`config.mk`:
```
export PLATFORM = sky130hd
export DESIGN_NAME = uart_rx
export DESIGN_NICKNAME = d
export VERILOG_FILES = /design/src/rtl/uart_rx.sv
export SDC_FILE = /design/constraint.sdc
export NUM_CORES = 1
export LEC_CHECK = 0
export ABC_AREA = 1
export BUFFER_PORTS_ARGS = -buffer_cell sky130_fd_sc_hd__buf_2
export CORE_ASPECT_RATIO = 0.6
export CORE_MARGIN = 4
export CORE_UTILIZATION = 60
export CTS_CLUSTER_SIZE = 10
export DETAILED_ROUTE_END_ITERATION = 6
export PLACE_DENSITY_LB_ADDON = 0.08
export SYNTH_ARGS = -nofsm -noshare
export SYNTH_HDL_FRONTEND = slang
export SYNTH_SLANG_ARGS = --single-unit
```
`constraint.sdc`:
```
create_clock -name clk -period 2.8 [get_ports clk]
set_input_delay 0.56 -clock clk [delete_from_list [all_inputs] [get_ports clk]]
set_output_delay 0.56 -clock clk [all_outputs]
set_load 0.05 [all_outputs]
```
`src/rtl/uart_rx.sv`:
```
// ---------------------------------------------------------------------------
// UartRx: 8N1 UART receiver with 16x oversampling and a one-deep holding
// register.
//
// Parameters
//   BAUD_DIV     clk cycles per 16x oversample tick (bit = 16*BAUD_DIV clk)
//
// Ports
//   clk          single clock, rising-edge
//   rst          asynchronous, active-high reset
//   rx_i         serial line, idle high, LSB first, asynchronous to clk
//   data_o       received byte in the holding register
//   valid_o      holding register holds an unconsumed byte
//   ready_i      consumer accepts data when valid_o && ready_i
//   frame_err_o  sticky: a stop bit was sampled low
//   overrun_o    sticky: a completed byte was dropped (holding register full)
//   clr_err_i    single-cycle pulse clearing both sticky flags
//   irq_o        one-cycle pulse per byte loaded into the holding register
// ---------------------------------------------------------------------------
module uart_rx #(
    parameter int BAUD_DIV = 1
) (
    input  logic       clk,
    input  logic       rst,
    input  logic       rx_i,
    output logic [7:0] data_o,
    output logic       valid_o,
    input  logic       ready_i,
    output logic       frame_err_o,
    output logic       overrun_o,
    input  logic       clr_err_i,
    output logic       irq_o
);

    localparam int TickW = (BAUD_DIV > 1) ? $clog2(BAUD_DIV) : 1;
    localparam logic [TickW-1:0] TickMax = TickW'(BAUD_DIV - 1);

    typedef enum logic [1:0] {
        IDLE,
        START,
        DATA,
        STOP
    } state_t;

    logic             rxMeta_q;
    logic             rxSync_q;
    logic [TickW-1:0] tickCnt_q, tickCnt_d;
    logic             tick;
    state_t           state_q, state_d;
    logic [3:0]       sampleCnt_q, sampleCnt_d;
    logic [2:0]       bitIdx_q, bitIdx_d;
    logic [7:0]       shift_q, shift_d;
    logic [7:0]       data_q, data_d;
    logic             valid_q, valid_d;
    logic             frameErr_q, frameErr_d;
    logic             overrun_q, overrun_d;
    logic             irq_q, irq_d;
    logic             stopSample;

    // Two-flop synchronizer; both flops reset to the idle (high) line level so
    // that reset release never looks like a start bit.
    always_ff @(posedge clk or posedge rst) begin
        if (rst) begin
            rxMeta_q <= 1'b1;
            rxSync_q <= 1'b1;
        end else begin
            rxMeta_q <= rx_i;
            rxSync_q <= rxMeta_q;
        end
    end

    // Free-running oversample tick generator.
    assign tick      = (tickCnt_q == TickMax);
    assign tickCnt_d = tick ? '0 : tickCnt_q + 1'b1;

    // State and datapath registers.
    always_ff @(posedge clk or posedge rst) begin
        if (rst) begin
            tickCnt_q   <= '0;
            state_q     <= IDLE;
            sampleCnt_q <= 4'd0;
            bitIdx_q    <= 3'd0;
            shift_q     <= 8'h00;
            data_q      <= 8'h00;
            valid_q     <= 1'b0;
            frameErr_q  <= 1'b0;
            overrun_q   <= 1'b0;
            irq_q       <= 1'b0;
        end else begin
            tickCnt_q   <= tickCnt_d;
            state_q     <= state_d;
            sampleCnt_q <= sampleCnt_d;
            bitIdx_q    <= bitIdx_d;
            shift_q     <= shift_d;
            data_q      <= data_d;
            valid_q     <= valid_d;
            frameErr_q  <= frameErr_d;
            overrun_q   <= overrun_d;
            irq_q       <= irq_d;
        end
    end

    // Next-state logic for the frame FSM, holding register and sticky flags.
    always_comb begin
        state_d     = state_q;
        sampleCnt_d = sampleCnt_q;
        bitIdx_d    = bitIdx_q;
        shift_d     = shift_q;
        data_d      = data_q;
        valid_d     = valid_q;
        irq_d       = 1'b0;
        stopSample  = 1'b0;
        // Clear first so that a flag setting in the same cycle wins.
        frameErr_d  = clr_err_i ? 1'b0 : frameErr_q;
        overrun_d   = clr_err_i ? 1'b0 : overrun_q;

        unique case (state_q)
            IDLE: begin
                if (tick && !rxSync_q) begin
                    state_d     = START;
                    sampleCnt_d = 4'd0;
                end
            end
            START: begin
                if (tick) begin
                    // Mid start bit: a high line means the low was a glitch.
                    if (sampleCnt_q == 4'd7) begin
                        if (rxSync_q) begin
                            state_d = IDLE;
                        end else begin
                            state_d     = DATA;
                            sampleCnt_d = 4'd0;
                            bitIdx_d    = 3'd0;
                        end
                    end else begin
                        sampleCnt_d = sampleCnt_q + 4'd1;
                    end
                end
            end
            DATA: begin
                if (tick) begin
                    sampleCnt_d = sampleCnt_q + 4'd1;
                    if (sampleCnt_q == 4'd15) begin
                        shift_d[bitIdx_q] = rxSync_q;
                        if (bitIdx_q == 3'd7) begin
                            state_d     = STOP;
                            sampleCnt_d = 4'd0;
                        end else begin
                            bitIdx_d = bitIdx_q + 3'd1;
                        end
                    end
                end
            end
            STOP: begin
                if (tick) begin
                    sampleCnt_d = sampleCnt_q + 4'd1;
                    if (sampleCnt_q == 4'd15) begin
                        state_d    = IDLE;
                        stopSample = 1'b1;
                    end
                end
            end
            default: state_d = IDLE;
        endcase

        if (valid_q && ready_i) begin
            valid_d = 1'b0;
        end

        // A byte may load when the register is empty or being drained this cycle.
        if (stopSample) begin
            if (rxSync_q) begin
                if (!valid_q || ready_i) begin
                    data_d  = shift_q;
                    valid_d = 1'b1;
                    irq_d   = 1'b1;
                end else begin
                    overrun_d = 1'b1;
                end
            end else begin
                frameErr_d = 1'b1;
            end
        end
    end

    assign data_o      = data_q;
    assign valid_o     = valid_q;
    assign frame_err_o = frameErr_q;
    assign overrun_o   = overrun_q;
    assign irq_o       = irq_q;

endmodule

```
# Word level (Yosys, flattened, before mapping)
# Cells that the tools add are included.
[classes]
eq_ne = 17
add_sub_neg = 3
shift = 0
order_cmp = 2
mux = 47
reduce_logical = 13
div = 0
bitwise_logic = 1
n_mul = 0
[op_table]
columns = ["cell", "n"]
rows = [
  ["4-bit 2-to-1 mux", 8],
  ["2-bit != test, second input constant", 10],
  ["1-bit 2-to-1 mux", 19],
  ["2-bit 2-to-1 mux", 9],
  ["3-bit 2-to-1 mux", 6],
  ["4-bit case mux with 4 select lines", 1],
  ["8-bit bitwise mux", 1],
  ["2-bit case mux with 4 select lines", 1],
  ["8-bit AND reduction", 1],
  ["7-bit AND reduction", 1],
  ["3-bit case mux with 2 select lines", 1],
  ["3-bit AND reduction", 2],
  ["5-bit AND reduction", 1],
  ["4-bit by 1-bit adder with 4-bit output, second input constant", 1],
  ["2-bit equality test, second input constant", 2],
  ["4-bit by 3-bit equality test with 1-bit output, second input constant", 1],
  ["4-bit equality test, second input constant", 1],
  ["3-bit by 4-bit less-than comparator with 1-bit output, second input constant", 1],
  ["3-bit by 1-bit adder with 3-bit output, second input constant", 1],
  ["1-bit demux with 3-bit select", 1],
  ["3-bit equality test, second input constant", 1],
  ["3-bit by 1-bit greater-or-equal comparator with 1-bit output, second input constant", 1],
  ["1-bit logical AND", 3],
  ["3-bit != test, second input constant", 1],
  ["7 further kinds", 8],
]
[totals]
latch_bits = 0
mem_bits_ro = 0
reg_bits = 32
in_bits = 5
elab_cells = 95
ram_bits = 0
output_inout_bits = 12
mem_count = 0

# Depth between registers and ports, before layout
[depth]
depth_word = 5
ltp_mapped = 9
ltp_nobuf = 9

# Worst setup path before layout
# No wires, ideal clock.
[synth_path]
kind = "register to register"
from = "register bitIdx_q[0]"
to = "register bitIdx_q[0]"
path_buffers = 0
required_ns = 2.723
setup_slack_ns = 1.448
setup_time_ns = 0.077
period_less_slack_ns = 1.352
arrival_time_ns = 1.276
path_stages_with_launch = 10
path_cell_list = "dfrtp_1 ha_1 ha_1 inv_1 nand3_1 inv_1 nand2_1 nand2_1 nand3_1 o21ai_1"
[synth_between]
elab_chain_cells = 5
elab_cells_between_ends = 8
cone_classes = "add/sub (1); eq/ne (2); mux (4); reduce/logical (1)"
[synth_rtl]
columns = ["item", "line_no", "rtl"]
rows = [
  ["from (decl)", "51", "logic [2:0] bitIdx_q, bitIdx_d;"],
  ["from (signal assigned)", "93", "bitIdx_q <= bitIdx_d;"],
  ["3-bit by 1-bit adder with 3-bit output", "149", "bitIdx_d = bitIdx_q + 3'd1;"],
  ["3-bit 2-to-1 mux", "145", "if (bitIdx_q == 3'd7) begin"],
  ["3-bit 2-to-1 mux", "143", "if (sampleCnt_q == 4'd15) begin"],
  ["3-bit 2-to-1 mux", "141", "if (tick) begin"],
  ["3-bit case mux with 2 select lines", "117", "unique case (state_q)"],
]
# Parallel ways exist; a longest one is shown, timed or not. The select of a mux whose other input is x is not followed.
# A chain may end at the register's enable or synchronous reset.

# Worst setup path in the final report
# Ends and elaborated chain as after synthesis.

==> results.txt <==
- Post-detailed-routing wire length: 2710 um
- Cells with a size suffix above 1 make up around a fifth of the layout.
- Reg-to-reg critical path endpoint: bitIdx_q[0]
- The startpoint identified for the worst register-to-register timing path is bitIdx_q[0].
- Final total negative setup slack: 0 ns
- Max transition margin: 74.83%
- Layout Skew: slightly above 0.006 ns
- Total count of max-transition violations in the final report: 0
- Number of buffers inserted to repair setup after CTS: 0
- Footprint of the multi-input gates: 571.8 um2
* Post-cts repair resize count: 0
* Largest fanout on the critical path: 6
- In the post-synthesis netlist, the biggest area contributors are sky130_fd_sc_hd__dfrtp_1, sky130_fd_sc_hd__nand2_1, sky130_fd_sc_hd__nand3_1, sky130_fd_sc_hd__o21ai_1, sky130_fd_sc_hd__dfstp_2.
* Worst-path clk slew: roughly 0.06 ns
- Across every metal layer, demand over resource in global routing totals roughly a fifth.
- CTS root buf: sky130_fd_sc_hd__clkbuf_8
- Data arrives at the worst endpoint at 1.82 ns.
* TritonCTS buffer count: 5
- The run finished with clean final reports.
* Filler cell count: 175
* Number of max-capacitance violations reported: 0
- Net count after synthesis: 178
- STA classifies the critical path startpoint as a register.
- The initial antenna violation count was 0.
- Compared with the post-synthesis result, the final layout area differs by 14.84%.
- Final worst path period need: 1.615 ns
- A synthesized cell averages 8.479 um2.
- Measured along the y axis, the die boundary spans 45.97 um.
* Proportion of netlist area held by the largest area contributor: 50.35%
* Initial cell density of the core: 64.68%
- Kind of path behind the tightest hold check: in2async
- Buffers placed on the I/O ports in this run total 16.
- In the final routed layout, each cell accounts on average for 12.10 um.
* Worst r2r path cells: 9
- In this run, distinct cell masters in the synthesized netlist total 20.
* Final critical-path share of the clock period: 57.68%
- After clock tree synthesis, the flow added hold-fix buffers numbering 0.
- Number of nets in the layout: 201
* PwrDens: approximately 640 mW/mm2
* Boundary Pins: 17
- Number of synthesized register bits: 31
* Post-detailed-route DRC marker count: 0
- Yosys printed 0 warnings.
* CTS tree: done
* Slew at the pin closest to its max-slew limit: 0.3775 ns
- Unrepaired setup endpoints after global routing: false
- Of the synthesized area, sequential elements account for 53.99%.
* Largest net degree at the start of global routing: 32
- Req. time, crit path: 3.00 ns
- 0 antenna diodes ended up in the layout.
- Reg-to-reg slack, setup: 1.18 ns
* Final ANT Viol Nets: 0
- After detailed routing, the number of vias per cell comes to 5.196.
- Drt initial violations: 86
- For this design the static power due to leakage is 0.9127 nW.
* Final weighted congestion of routability-driven global placement: 0.9587
- The mapped netlist covers 0.001441 mm2.
- After global routing the overflow that remains totals 0.
* First-pass GRT wire length: 4912 um
- The detailed router placed 1164 vias in this run.
- The H-tree was split into 2 levels.
* Number of hold violations in the final report: 0
* Vias in the first global route: 1113
* Clock sink total: 31
* Sort of element at the end of the critical path: register
* Overall die area: 0.003276 mm2
- The initialized floorplan defines 13 standard-cell rows.
- Core ar.: around 0.0022 mm2
- Skew-Pair Late Insertion Delay: 0.28 ns
- Count of endpoints failing setup in the final report: 0
- Summing all flip-flop and latch instances after layout gives 778.2 um2.
- Yosys top cell by area: sky130_fd_sc_hd__dfrtp_1
- After technology mapping, the gate count stands at 170.
* Worst-case vdd ir drop: 0.4879 mV
- The tightest hold path in the finished design has a slack of 0.3479 ns.
* HPWL reported at the end of detailed placement: 2089 um
* Crit Path Category: reg2reg
- For this run, the detailed router's first-pass iteration total came to 4.
- CTS max path bufs: 2
- Static timing analysis puts the maximum clock frequency at 619.2 MHz.
* Die outline width: between 70 and 80 um
## cells in the final DEF, fill, tap and decap left out, drive strengths merged
cell,netlist,layout
dfstp,2,2
nor2,11,11
buf,1,17
clkbuf,0,8
ha,3,3
o22ai,1,1
dfrtp,29,29
nor3,1,1
nand2,63,63
nand3,22,22
xor2,2,2
clkinv,2,2
inv,19,19
a31oi,1,1
o21ai,13,13
## routing by layer
layer / wire length, um / global-route usage (%)
met5: 0 / 0
met4: 23 / 4.494
met3: 275 / 9.031
met2: 1136 / 30.11
met1: 1274 / 27.92
## worst max-delay path: stages, from the launching register on
cell and delay [ns]:
sky130_fd_sc_hd__dfrtp_1 0.45, sky130_fd_sc_hd__ha_1 0.24, sky130_fd_sc_hd__ha_1 0.18, sky130_fd_sc_hd__inv_1 0.05
sky130_fd_sc_hd__nand3_1 0.08, sky130_fd_sc_hd__inv_1 0.11, sky130_fd_sc_hd__nand2_1 0.07, sky130_fd_sc_hd__nand2_1 0.16
sky130_fd_sc_hd__nand3_1 0.11, sky130_fd_sc_hd__o21ai_1 0.10
## cells by family (layout without fill, tap and decap cells)
logic type | after synthesis | after routing | share of synthesized area (%)
flip-flops | 31 | 31 | 53.99
AO/OA/AOI/OAI | 15 | 15 | 5.382
XOR/XNOR | 2 | 2 | 1.215
buffers and inverters | 22 | 46 | 6.336
adder cells (fa/ha/maj) | 3 | 3 | 2.604
AND/OR/NAND/NOR | 97 | 97 | 30.47
## synth_stat cells
master,number
sky130_fd_sc_hd__ha_1,3
sky130_fd_sc_hd__nor3_4,1
sky130_fd_sc_hd__dfstp_2,2
sky130_fd_sc_hd__a31oi_1,1
sky130_fd_sc_hd__nand2_1,63
sky130_fd_sc_hd__dfrtp_1,29
sky130_fd_sc_hd__o21ai_1,12
sky130_fd_sc_hd__nor2_1,9
sky130_fd_sc_hd__o21ai_0,1
sky130_fd_sc_hd__nor2_2,1
sky130_fd_sc_hd__xor2_1,2
sky130_fd_sc_hd__clkinv_2,1
sky130_fd_sc_hd__o22ai_1,1
sky130_fd_sc_hd__nand3_4,2
sky130_fd_sc_hd__inv_2,5
sky130_fd_sc_hd__clkinv_1,1
sky130_fd_sc_hd__inv_1,14
sky130_fd_sc_hd__buf_6,1
sky130_fd_sc_hd__nor2_4,1
sky130_fd_sc_hd__nand3_1,20
## per-stage QoR
step / util, % / setup slack [ns] / instance area, um2 / std cells / power [W]
finish: 74.28 / 1.185 / 1655 / 224 / 0.001052
global route: 74.28 / 1.040 / 1655 / 224 / 0.001110
CTS: 74.28 / 1.171 / 1655 / 224 / 0.001057
detailed placement: 69.79 / 1.193 / 1555 / 216 / 0.0006799
global placement: 69.79 / 1.322 / 1555 / 216 / 0.0006721
floorplan: - / 1.448 / 1441 / 170 / 0.0006549
## registers in the layout, summed over array words and instances, names as in the netlist, 3 cells and up, named ones only
register / cells
bitIdx_q: 3
sampleCnt_q: 4
data_o: 8
shift_q: 8
## cell type report
class | instances | share of cell area [%]
Multi-Input combinational cell | 117 | 34.54
Timing Repair Buffer | 17 | 5.291
Sequential cell | 31 | 47.01
Inverter | 21 | 4.837
Clock buffer | 8 | 6.047
Tap cell | 30 | 2.268
## power by group
| part | total, W | switching (W) | internal, W | leakage, nW |
|---|---|---|---|---|
| clock network | 0.000376 | 0.000152 | 0.000224 | 0.0515 |
| logic | 0.000160 | 0.000108 | 0.0000523 | 0.438 |
| registers | 0.000516 | 0.0000423 | 0.000473 | 0.423 |
## worst max-delay path by stage
stage                  endpoint  slack (ns)   startpoint  depth (start not counted)
floorplan           bitIdx_q[0]        1.45  bitIdx_q[0]                          9
global placement    bitIdx_q[1]        1.32  bitIdx_q[0]                          9
detailed placement  bitIdx_q[0]        1.19  bitIdx_q[0]                          9
CTS                 bitIdx_q[0]        1.17  bitIdx_q[0]                          9
global route        bitIdx_q[2]        1.04  bitIdx_q[0]                          9
finish              bitIdx_q[0]        1.18  bitIdx_q[0]                          9
Power figures use the tool's default switching activity.
